===== src/rtl/reg_file_param.sv =====
`default_nettype none
// +----------------------------------------------------------------------------+
// | Module  : reg_file_param                                                   |
// | Purpose : WIDTH x DEPTH register file, two combinational read ports, one   |
// |           write port, optional zero register, reset-driven clear sweep.    |
// |           Define REGFILE_BYPASS_EN for same-cycle write-to-read bypass.    |
// | Revision: 1.0 - initial release                                            |
// +----------------------------------------------------------------------------+
module reg_file_param #(
    parameter int unsigned WIDTH    = 32,
    parameter int unsigned DEPTH    = 32,
    parameter int unsigned ZERO_REG = 1,
    localparam int unsigned AW      = $clog2(DEPTH)
) (
    input  logic             clk,
    input  logic             rst,
    input  logic             we,
    input  logic [AW-1:0]    wa,
    input  logic [WIDTH-1:0] wd,
    input  logic [AW-1:0]    ra1,
    input  logic [AW-1:0]    ra2,
    output logic [WIDTH-1:0] rd1,
    output logic [WIDTH-1:0] rd2,
    output logic             ready
);

    localparam logic [0:0]    c_st_clear = 1'b0;
    localparam logic [0:0]    c_st_run   = 1'b1;
    localparam logic [AW-1:0] c_last     = AW'(DEPTH - 1);

    logic [0:0]       r_state;
    logic [0:0]       w_state_nxt;
    logic [AW-1:0]    r_ptr;
    logic [AW-1:0]    w_ptr_nxt;
    logic [WIDTH-1:0] r_mem [DEPTH];

    logic             w_mem_we;
    logic [AW-1:0]    w_mem_wa;
    logic [WIDTH-1:0] w_mem_wd;

    function automatic logic in_range(input logic [AW-1:0] a);
        return 32'(a) < DEPTH;
    endfunction

    function automatic logic is_zero_reg(input logic [AW-1:0] a);
        return (ZERO_REG != 0) && (a == '0);
    endfunction

    always_ff @(posedge clk) begin
        if (rst) begin
            r_state <= c_st_clear;
            r_ptr   <= '0;
        end else begin
            r_state <= w_state_nxt;
            r_ptr   <= w_ptr_nxt;
        end
    end

    // The sweep and normal writes share one write port so storage maps onto
    // a simple one-write-per-cycle array.
    always_comb begin
        w_state_nxt = r_state;
        w_ptr_nxt   = r_ptr;
        w_mem_we    = 1'b0;
        w_mem_wa    = wa;
        w_mem_wd    = wd;
        case (r_state)
            c_st_clear: begin
                w_mem_we  = 1'b1;
                w_mem_wa  = r_ptr;
                w_mem_wd  = '0;
                w_ptr_nxt = r_ptr + 1'b1;
                if (r_ptr == c_last) begin
                    w_state_nxt = c_st_run;
                end
            end
            c_st_run: begin
                w_mem_we = we && in_range(wa) && !is_zero_reg(wa);
            end
            default: begin
                w_state_nxt = c_st_clear;
            end
        endcase
    end

    always_ff @(posedge clk) begin
        if (!rst && w_mem_we) begin
            r_mem[w_mem_wa] <= w_mem_wd;
        end
    end

    logic [AW-1:0]    w_ra [2];
    logic [WIDTH-1:0] w_rd [2];

    assign w_ra[0] = ra1;
    assign w_ra[1] = ra2;

    generate
        for (genvar gi = 0; gi < 2; gi++) begin : g_rd
            always_comb begin
                w_rd[gi] = '0;
                if (r_state == c_st_run && in_range(w_ra[gi]) && !is_zero_reg(w_ra[gi])) begin
                    w_rd[gi] = r_mem[w_ra[gi]];
`ifdef REGFILE_BYPASS_EN
                    // In RUN, w_mem_we already excludes out-of-range and zero-register writes.
                    if (w_mem_we && (w_mem_wa == w_ra[gi])) begin
                        w_rd[gi] = wd;
                    end
`else
`endif
                end
            end
        end
    endgenerate

    assign rd1   = w_rd[0];
    assign rd2   = w_rd[1];
    assign ready = (r_state == c_st_run);

endmodule
`default_nettype wire


===== config.mk =====
export PLATFORM = sky130hd
export DESIGN_NAME = reg_file_param
export DESIGN_NICKNAME = d
export VERILOG_FILES = /design/src/rtl/reg_file_param.sv
export SDC_FILE = /design/constraint.sdc
export NUM_CORES = 1
export LEC_CHECK = 0
export CAP_MARGIN = 5
export CELL_PAD_IN_SITES_DETAIL_PLACEMENT = 1
export CELL_PAD_IN_SITES_GLOBAL_PLACEMENT = 1
export CORE_MARGIN = 10
export CORE_UTILIZATION = 45
export DETAILED_ROUTE_END_ITERATION = 16
export PLACE_DENSITY = 0.7
export SYNTH_ARGS = -nofsm -noshare
export SYNTH_HDL_FRONTEND = slang
export SYNTH_SLANG_ARGS = --single-unit
export TNS_END_PERCENT = 5

===== constraint.sdc =====
create_clock -name clk -period 4.1 [get_ports clk]
set_input_delay 1.025 -clock clk [delete_from_list [all_inputs] [get_ports clk]]
set_output_delay 1.025 -clock clk [all_outputs]
set_load 0.03 [all_outputs]

==> flow_summary.yaml <==
cells_and_area:
  nets: 2768
  regArea_mm2: 0.0309
  multi_input_area_mm2: 0.0167
  area_delta_synth_final_pct: 21.3
  finish.utilization: 0.549
  postLayoutCellArea_mm2: 0.0578
  drive_gt1_frac: 0.405
  n_fill_cell: 9090
  antenna_cells: 0
synth:
  synth_seq_cells: 1030
  ys_top_cells_by_area: "edfxtp_1, mux4_2, mux2i_1"
  synth_nets: 2413
  yosysWarnings: 0
  yosysTopAreaCellShare: 0.645
  yosysTopAreaCell: "edfxtp_1"
  syn_area_per_cell_um2: 20.2
  ys_types: 48
  async_flop_share: 0
  syn_area_mm2: 0.0477
  syn_inst: 2361
  synth-main-ff-cell: "edfxtp_1"
  synth_enable_flop_cells: 1024
  ys_seq_area_frac: 0.648
placement:
  placed_area_mm2: 0.0536
  portBuffers: 114
  hpwl_mm: 102
  place.gp.congestion: 0.833
  dp_slack_ps: -583
worst_setup_path:
  rr_startpoint: "ready"
  arrival_ps: 3170
  critPathTopFamily: "buffers and inverters"
  cpMostUsedCell: "buf_4"
  slowest_stage: "or3b_4"
  path_cells: "dlygate4sd2_1 > buf_6 > or3b_4 > buf_12 > o22ai_1 > a2111oi_2 > buf_4 > a211oi_2 > buf_4"
  worstPathMaxFanout: 19
  cp-end-kind: "output pin"
  crit_required_ps: 3070
  cpPeakStageDelay_ps: 420
  setup.worst_path.start: "ra1[3]"
  start_kind: "input pin"
  path_class: "in2out"
  worst-path-buf-inv: 5
sta:
  hold_ws_ps: 577
  fin_skew_ps: 23.6
  fmax_mhz: 238
  fin_crit_ps: 4190
  rsz0062_at_grt: "yes"
  finalWorstSetupSlack_ps: -94.4
  drv_slew: 0
  fin_crit_sh: 1.02
  hold_violations: 0
  tns_ps: -452
  worst_pin_slew_ps: 1320
  finalSetupViolCount: 13
  maxSlewHeadroom: 0.122
hold_path:
  hp-start: "r_ptr[4]"
  hold_class: "reg2reg"
clock_network:
  clock-sinks: 1030
  cts_buffer_depth: 3
  clk_latency_ps: 670
  htree_levels: 3
  cts_tree: "done"
  clk_pin_slew_worst_paths_ps: 60
  root_buffer: "clkbuf_16"
  numCtsBuffers: 106
detailed_routing:
  routed-via-count: 29100
  drt-wirelength-per-cell_um: 39.3
  drt_iter0_markers: 4071
  wl_mm: 165
  drtAntennaViolNets: 0
  viasPerCell: 6.96
  dr.pass1.iters: 5
  drc: 0
die:
  core_area_mm2: 0.105
  die-area_mm2: 0.119
  start_util: 0.453
  die_h_um: 345
  ios: 115
  die_w_um: 345
  rows: 119
global_routing:
  grt_util_all_layers: 0.269
  grt_pass1_vias: 30700
  antenna_found_initial: 5
  grt_first_pass_wirelength_mm: 233
  grt_overflow: 0
  grt_max_degree: 44
power_and_ir_drop:
  ir_drop_mv: 0.416
  p_leak_nw: 18.7
  p_per_area_mw_per_mm2: 392
flow_run:
  max-cap-violations: 0
status:
  outcome: "finished, violations left"
  violations: "setup timing"
[report_power, final]
part / switching, W / internal [W] / leakage (nW)
Sequential: 0.0000381 / 0.0115 / 9.06
Combinational: 0.000951 / 0.000900 / 8.02
Clock: 0.00407 / 0.00525 / 1.61
Total: 0.00506 / 0.0176 / 18.7
[path summary, 6_finish.rpt]
kind,cells after the start,to,slack [ps]
setup / recovery,9,rd1[3],-90
hold / removal,2,r_ptr[4],580
setup reg to reg,7,r_mem[27][10],1130
hold reg to reg,2,r_ptr[4],580
[tightest hold or removal path, delay by kind of cell (launching register included)]
| kind | cells | cell delay (ps) |
|---|---|---|
| AND/OR/NAND/NOR | 1 | 50 |
| flip-flops | 1 | 350 |
| multiplexers | 1 | 140 |
[cells in the final DEF, fill, tap and decap left out, types with 16 or more instances in the layout]
cell             instances
clkbuf_16              107
edfxtp_1              1024
clkinv_2                24
mux2i_1                246
and2_1                  31
buf_4                  254
o22ai_1                 23
a2111oi_4               17
clkinv_1                28
a21oi_1                 32
mux4_2                 449
a22o_1                  25
o221ai_1                53
clkdlybuf4s50_1         40
nand2_1                 16
nor2_4                  33
a22oi_1                 28
buf_12                 116
a211oi_1                16
o22a_1                  32
[per-stage QoR]
stage               total power (W)  std cells
floorplan                    0.0128       2361
global placement             0.0134       3987
detailed placement           0.0135       3987
CTS                          0.0228       4184
global route                 0.0233       4189
finish                       0.0227       4189
[layout make-up]
class / count / share of cell area
Clock buffer: 122 / 0.0473
Clock inverter: 68 / 0.00944
Inverter: 3 / 0.000195
Multi-Input combinational cell: 1132 / 0.290
Sequential cell: 1030 / 0.534
Tap cell: 1391 / 0.0301
Timing Repair Buffer: 443 / 0.0895
[logic make-up after synthesis]
kind of cell    share of synthesized area
simple gates                       0.0137
flops                               0.648
xor+xnor                         0.000368
fa+ha+maj                        0.000525
mux                                 0.267
compound gates                     0.0493
buf+inv                            0.0214
[per-layer routing]
metal  vias to the layer above  share of wire  GRT usage
li1                      11100              -          -
met1                     15700           0.38      0.362
met2                      1920           0.48      0.427
met3                       421          0.098     0.0549
met4                         6          0.044      0.108
met5                         -        0.00029          0
[cell usage after synthesis, types with 3 or more instances]
| cell | instances |
|---|---|
| buf_4 | 14 |
| nand3_1 | 6 |
| mux2_2 | 3 |
| mux2i_1 | 258 |
| buf_6 | 13 |
| nor2b_1 | 5 |
| mux4_2 | 449 |
| buf_1 | 14 |
| and2_1 | 33 |
| nor2_1 | 42 |
| inv_1 | 3 |
| edfxtp_1 | 1024 |
| nand3b_1 | 4 |
| a211oi_1 | 30 |
| clkbuf_1 | 88 |
| o22a_1 | 32 |
| dfxtp_1 | 6 |
| o221ai_1 | 63 |
| a22oi_1 | 31 |
| nor3_1 | 6 |
| o22ai_1 | 31 |
| a21oi_1 | 34 |
| and3_1 | 3 |
| nand2b_1 | 4 |
| a2111oi_0 | 8 |
| buf_2 | 64 |
| a2111oi_1 | 10 |
| nand2_1 | 16 |
| a2111oi_2 | 13 |
| a22o_1 | 30 |
[timing repair]
action	4_1_cts	5_1_grt
buffers inserted	5	5
hold buffers	0	0
gates cloned	2	0
pin swaps	10	8
gates resized for setup	99	43
setup endpoints to repair	62	44
[sequential cells by signal, indices dropped and copies added (netlist names)]
| name | flops |
|---|---|
| r_ptr | 5 |
| ready | 1 |
| r_mem | 1024 |
No activity file was read; power rests on OpenSTA's default activity.
